$ cat src/rtl/hex_disp_pkg.sv
// Shared types and constants for the 7-segment display drivers.
// Segment bytes are held in active-high form here: bit0=a ... bit6=g, bit7=dp.
package hex_disp_pkg;

  typedef logic [7:0] seg_t;

  localparam seg_t SEG_OFF = 8'h00;
  localparam seg_t SEG_DP  = 8'h80;

  // Glyphs for hex digits 0..F, active-high, dp bit clear.
  localparam seg_t SEG_LUT [16] = '{
    8'h3F, 8'h06, 8'h5B, 8'h4F, 8'h66, 8'h6D, 8'h7D, 8'h07,
    8'h7F, 8'h6F, 8'h77, 8'h7C, 8'h39, 8'h5E, 8'h79, 8'h71
  };

  function automatic seg_t seg_glyph(input logic [3:0] nib);
    return SEG_LUT[nib];
  endfunction

endpackage

$ cat src/rtl/hex_seg_decode.sv
// Combinational nibble/dp/dark to active-high segment byte.
// Polarity inversion is left to the caller.
module hex_seg_decode
  import hex_disp_pkg::*;
(
  input  logic [3:0] nib,
  input  logic       dp,
  input  logic       dark,
  output logic [7:0] seg
);

  // A dark digit shows nothing, including its decimal point.
  always_comb begin
    seg = SEG_OFF;
    if (!dark) begin
      seg = seg_glyph(nib) | (dp ? SEG_DP : SEG_OFF);
    end
  end

endmodule

$ cat src/rtl/hex_scan_driver.sv
// Time-multiplexed, double-buffered driver for a DIGITS-wide common-anode
// 7-segment bank with blanking, decimal points, leading-zero suppression
// and selectable output polarity.
//
// Update handshake: upd is a one-cycle strobe that is always accepted
// (there is no ready). Each strobe copies upd_value/upd_dp/upd_blank into
// the shadow register and raises pending; the last strobe before a frame
// boundary wins. At the frame boundary edge the active register takes the
// upd_* inputs directly if upd is high that same cycle, otherwise the
// shadow if pending; pending then drops.
module hex_scan_driver
  import hex_disp_pkg::*;
#(
  parameter int DIGITS          = 4,
  parameter int REFRESH_DIV     = 50000,
  parameter int SEG_ACTIVE_LOW  = 1,
  parameter int GRID_ACTIVE_LOW = 1
) (
  input  logic                  Clk,
  input  logic                  Reset,
  input  logic                  upd,
  input  logic [4*DIGITS-1:0]   upd_value,
  input  logic [DIGITS-1:0]     upd_dp,
  input  logic [DIGITS-1:0]     upd_blank,
  input  logic                  zero_suppress,
  output logic                  pending,
  output logic                  frame_tick,
  output logic [7:0]            hex_seg,
  output logic [DIGITS-1:0]     hex_grid
);

  localparam int IDX_W = (DIGITS > 1) ? $clog2(DIGITS) : 1;
  localparam int DIV_W = $clog2(REFRESH_DIV);

  localparam logic [IDX_W-1:0]  IDX_LAST  = IDX_W'(DIGITS - 1);
  localparam logic [DIV_W-1:0]  DIV_LAST  = DIV_W'(REFRESH_DIV - 1);
  localparam logic [7:0]        SEG_IDLE  = (SEG_ACTIVE_LOW != 0) ? 8'hFF : 8'h00;
  localparam logic [DIGITS-1:0] GRID_IDLE = (GRID_ACTIVE_LOW != 0) ? {DIGITS{1'b1}} : {DIGITS{1'b0}};

  logic [DIV_W-1:0]    div_cnt;
  logic [IDX_W-1:0]    idx;
  logic                div_wrap;
  logic                frame_end;

  logic [4*DIGITS-1:0] shadow_value;
  logic [DIGITS-1:0]   shadow_dp;
  logic [DIGITS-1:0]   shadow_blank;
  logic [4*DIGITS-1:0] active_value;
  logic [DIGITS-1:0]   active_dp;
  logic [DIGITS-1:0]   active_blank;

  logic [DIGITS-1:0]   zs_dark;
  logic                upper_zero;
  logic [3:0]          cur_nib;
  logic                cur_dp;
  logic                cur_dark;
  logic [DIGITS-1:0]   grid_sel;
  logic [7:0]          dec_seg;

  assign div_wrap  = (div_cnt == DIV_LAST);
  assign frame_end = div_wrap && (idx == IDX_LAST);

  // Refresh divider and digit index; idx steps once per REFRESH_DIV cycles.
  always_ff @(posedge Clk) begin
    if (Reset) begin
      div_cnt <= '0;
      idx     <= '0;
    end else if (div_wrap) begin
      div_cnt <= '0;
      idx     <= (idx == IDX_LAST) ? '0 : idx + 1'b1;
    end else begin
      div_cnt <= div_cnt + 1'b1;
    end
  end

  // Shadow capture on upd, shadow/bypass transfer into active at frame end.
  always_ff @(posedge Clk) begin
    if (Reset) begin
      shadow_value <= '0;
      shadow_dp    <= '0;
      shadow_blank <= '1;
      active_value <= '0;
      active_dp    <= '0;
      active_blank <= '1;
      pending      <= 1'b0;
    end else begin
      if (upd) begin
        shadow_value <= upd_value;
        shadow_dp    <= upd_dp;
        shadow_blank <= upd_blank;
        pending      <= 1'b1;
      end
      if (frame_end) begin
        if (upd) begin
          active_value <= upd_value;
          active_dp    <= upd_dp;
          active_blank <= upd_blank;
        end else if (pending) begin
          active_value <= shadow_value;
          active_dp    <= shadow_dp;
          active_blank <= shadow_blank;
        end
        pending <= 1'b0;
      end
    end
  end

  // One-cycle pulse following each frame boundary edge.
  always_ff @(posedge Clk) begin
    if (Reset) begin
      frame_tick <= 1'b0;
    end else begin
      frame_tick <= frame_end;
    end
  end

  // Leading-zero mask: digit i>0 goes dark when it and every higher nibble are zero.
  always_comb begin
    zs_dark    = '0;
    upper_zero = 1'b1;
    for (int i = DIGITS - 1; i >= 1; i--) begin
      upper_zero = upper_zero && (active_value[4*i +: 4] == 4'h0);
      zs_dark[i] = zero_suppress && upper_zero;
    end
  end

  // Select the nibble, dp and darkness of the digit currently being scanned.
  always_comb begin
    cur_nib  = 4'h0;
    cur_dp   = 1'b0;
    cur_dark = 1'b1;
    grid_sel = '0;
    for (int i = 0; i < DIGITS; i++) begin
      if (idx == IDX_W'(i)) begin
        cur_nib     = active_value[4*i +: 4];
        cur_dp      = active_dp[i];
        cur_dark    = active_blank[i] | zs_dark[i];
        grid_sel[i] = 1'b1;
      end
    end
  end

  hex_seg_decode u_decode (
    .nib  (cur_nib),
    .dp   (cur_dp),
    .dark (cur_dark),
    .seg  (dec_seg)
  );

  // Registered outputs with polarity applied; they trail idx by one cycle.
  always_ff @(posedge Clk) begin
    if (Reset) begin
      hex_seg  <= SEG_IDLE;
      hex_grid <= GRID_IDLE;
    end else begin
      hex_seg  <= (SEG_ACTIVE_LOW != 0) ? ~dec_seg : dec_seg;
      hex_grid <= (GRID_ACTIVE_LOW != 0) ? ~grid_sel : grid_sel;
    end
  end

endmodule

$ cat config.mk
export PLATFORM = sky130hd
export DESIGN_NAME = hex_scan_driver
export DESIGN_NICKNAME = d
export VERILOG_FILES = /design/src/rtl/hex_disp_pkg.sv /design/src/rtl/hex_seg_decode.sv /design/src/rtl/hex_scan_driver.sv
export SDC_FILE = /design/constraint.sdc
export NUM_CORES = 1
export LEC_CHECK = 0
export ABC_AREA = 1
export CAP_MARGIN = 20
export CORE_MARGIN = 3
export CORE_UTILIZATION = 25
export DETAILED_ROUTE_END_ITERATION = 8
export SLEW_MARGIN = 20
export SYNTH_ARGS = -nofsm -noshare
export SYNTH_HDL_FRONTEND = slang
export SYNTH_HIERARCHICAL = 1
export SYNTH_SLANG_ARGS = --single-unit
export TNS_END_PERCENT = 50
$ cat constraint.sdc
create_clock -name Clk -period 2.5 [get_ports Clk]
set_input_delay 0.5 -clock Clk [delete_from_list [all_inputs] [get_ports Clk]]
set_output_delay 0.5 -clock Clk [all_outputs]
set_load 0.01 [all_outputs]
==> metrics.md <==
| Metric | Value |
|---|---|
| Status | completed |
| Least-Margin Pin Slew | 0.454 ns |
| Initial core utilization | 26.0% |
| HP Class | register to register |
| # diodes | 0 |
| Mapped Nets | 550 |
| Met2 Use GR | 16.5% |
| Die area | 16,200 um2 |
| Placer Congestion | 0.926 |
| Root buffer cell | clkbuf_16 |
| Final Cell Area | between 4000 and 5000 um2 |
| Critical path data required time | 2.77 ns |
| Arr. time, crit path | approximately 2.6 ns |
| Reg2Reg Launch Point | idx[1] |
| 1st-iter DRT viols | 180 |
| Crit path max fanout | 6 |
| Vias | 3,316 |
| CTS sink cnt | 80 |
| Critical Path End Type | register |
| WL per Instance | about 11 um |
| Final period demand of the worst path | 2.28 ns |
| Commonest non-fill, non-tap cell in the layout | nand2_1 |
| Antenna violation net count after detailed routing | 0 |
| Final count of pins violating max slew | 0 |
| Drc violations | 0 |
| Synth top area cells | dfxtp_1, nand2_1, a21oi_1, ha_1, nand4_1 |
| Clk pwr share | 51.2% |
| Syn Area/Cell | between 7 and 8 um2 |
| CTS Hold Buffers Added | 0 |
| Met1 usage | 14.6% |
| Gate Count Post-Synth | 511 |
| Most frequent cells in the layout | nand2_1, dfxtp_1, a21oi_1, clkdlybuf4s50_1, inv_1 |
| Num CTS Buffers | 9 |
| Slew HR | 69.7% |
| Layout cell share with drive strength beyond 1 | 9.01% |
| Setup violators final | 0 |
| Min-delay src | div_cnt[0] |
| Crit start category | register |
| Most used cell, CP | nand2_1 |
| Vias in the first global route | 3,167 |
| Clk buf depth | 2 |
| Hold endpoint | div_cnt[0] |
| Syn-to-layout area delta | 25.7% |
| Net switching power | 0.626 mW |
| Yosys warning total | 6 |
| CP Cell Sequence | inv_1 > ha_1 > inv_2 > nand2_1 > inv_1 > nand2_1 > o21ai_0 > nand2_1 > a22oi_1 > inv_2 > ha_1 > inv_1 > nand2_1 > a21oi_1 > nor2_2 > nand2_1 |
| CTS H-tree lvls | 3 |
| Core area | 14,100 um2 |
| Synthesized flop and latch total | 80 |
| Final Hold Vio Count | 0 |
| Post-Route Skew | roughly 0.0089 ns |
| Worst-skew pair later-pin latency | 0.34 ns |
| First-pass GRT wire length | roughly 14 mm |
| Synth area leader | dfxtp_1 |
| Die width | 127 um |
| Share of Yosys cell area claimed by the top area cell type | 43.6% |
| Port bufs | 41 |
| Setup tns final | 0 ns |
| Vias per cell | 4.51 |
| GR Util met3 | about 3.1% |
| Max cap viols | 0 |
| WL final | 8.45 mm |
| P_leak | between 1.5 and 2 nW |
| # rows | 43 |
| RSZ-0062 raised after global routing | no |
| Tot Pwr | 3.01 mW |
| CP top delay family | adder cells |
| GR Overflow Total | 0 |
| Nets | 589 |
| Critical path's largest stage delay | 0.36 ns |
| Sequential share of power | 43.6% |
| Util after Layout | between 30% and 40% |
| Sequential fraction of the synthesis area | 43.6% |
| Internal power | 2.38 mW |
| DRT Pass-1 Iters | 5 |
| Hold path depth | 1 |
| I/O pin total | 42 |
| Mapped Area | 3680 um2 |
| Unique masters post-synth | 29 |
| CP Class | register to register |
| Die height | 127 um |
| Net Sw Frac | 20.8% |
| GRT Overall Usage | between 10% and 20% |
| Peak Freq | 0.438 GHz |
| Total buffers and inverters traversed by the critical path | 5 |
| Busiest grt layer | met2 |
| CP max-delay cell | dfxtp_2 |
| Largest net degree at the start of global routing | 45 |
| TritonCTS clock tree | yes |
| Worst R2R Setup Slack | about 0.22 ns |
| Worst flop-to-flop path endpoint | hex_seg[3] |
| Initial antenna violation count | 0 |
| PwrDens | 651 nW/um2 |
| VDD IR-drop max | 273 uV |
| Fin crit share | 91.3% |
| Placed inst area | 4260 um2 |
| Fill cells | 1,487 |
| Combinational Power Share | 5.2% |
| R2R cell count | 16 |
| Detailed placer's ending HPWL | roughly 6.2 mm |
| Worst-path clk slew | 0.06 ns |
==> sequential cells by signal, summed over array words and instances, names as in the netlist <==
register and flops:
active_value 16, idx 2, pending 1, frame_tick 1, shadow_dp 4, hex_grid 4, div_cnt 16, active_blank 4
active_dp 4, hex_seg 8, shadow_value 16, shadow_blank 4
==> worst register-to-register path: cells and delay by family, from the launching register on <==
| kind | cells | cell delay, ns |
|---|---|---|
| DFF | 1 | 0.36 |
| adders and majority gates | 2 | 0.55 |
| and+or+nand+nor | 6 | 0.40 |
| AOI/OAI and AO/OA | 3 | 0.46 |
| buffers and inverters | 5 | 0.48 |
==> how the worst max path moves through the flow <==
stage / from / end / slack, ns / depth (start not counted)
after floorplan: idx[1] / hex_seg[3] / 0.29 / 16
after global placement: idx[1] / hex_seg[3] / 0.31 / 16
after detailed placement: idx[1] / hex_seg[3] / 0.16 / 16
after CTS: idx[1] / hex_seg[3] / 0.14 / 16
after global routing: idx[1] / hex_seg[3] / 0.008 / 16
final: idx[1] / hex_seg[3] / 0.22 / 16
==> per-layer routing <==
layer / up-vias / share of wire, %
li1: 1745 / -
met5: - / 0
met3: 9 / 5.5
met2: 92 / 44
met1: 1470 / 50
met4: 0 / 1.2
==> Yosys cell counts <==
master / number
nand3_4: 1
xor2_1: 3
nor2_2: 6
and2_1: 1
buf_6: 4
a22oi_1: 4
or2_2: 2
nor3_1: 8
dfxtp_1: 80
inv_1: 34
ha_1: 11
o21bai_1: 1
o21ai_0: 12
nand4_1: 22
buf_4: 1
nand2_1: 170
or2_0: 1
nor2_1: 30
a22o_1: 1
nand2_2: 4
nand3_1: 26
clkbuf_1: 9
inv_2: 3
buf_2: 9
a21oi_1: 62
nor3b_1: 2
nor2_8: 1
nand3_2: 2
clkbuf_2: 1
==> timing repair <==
| item | CTS | global route |
|---|---|---|
| setup endpoints to repair | 0 | 7 |
| setup buffers | 0 | 0 |
| gates resized for setup | 0 | 4 |
==> stage by stage <==
step / setup WS (ns) / instances / hold slack (ns)
final: 0.218 / 735 / 0.452
after global routing: 0.00849 / 735 / 0.485
after CTS: 0.138 / 735 / 0.456
after detailed placement: 0.165 / 719 / 0.440
after global placement: 0.314 / 719 / 0.429
after floorplan: 0.290 / 511 / 0.418
==> power by group through the flow <==
stage                     Clock [mW]  Sequential [mW]  Combinational [mW]
after floorplan                    0             1.34              0.0869
after global placement             0             1.34               0.155
after detailed placement           0             1.34               0.159
after CTS                       1.58             1.31               0.160
after global routing            1.63             1.31               0.178
final                           1.54             1.31               0.157
==> area by class of cell <==
cell class | count | area [um2] | area share, %
inverter | 37 | 139 | 3.01
tap | 180 | 225 | 4.88
clock inverter | 6 | 116 | 2.52
sequential | 80 | 1600 | 34.7
clock buffer | 10 | 239 | 5.17
multi-input combinational | 370 | 1800 | 39.1
timing repair buffer | 52 | 493 | 10.7
==> logic make-up (layout without fill, tap and decap cells) <==
logic type / count (synthesis) / count (layout) / synth area share [%]
xor+xnor: 3 / 3 / 0.715
fa+ha+maj: 11 / 11 / 3.74
buf+inv: 61 / 105 / 7.49
simple gates: 276 / 276 / 33.2
compound gates: 80 / 80 / 11.3
flops: 80 / 80 / 43.6
Power figures use the tool's default switching activity.
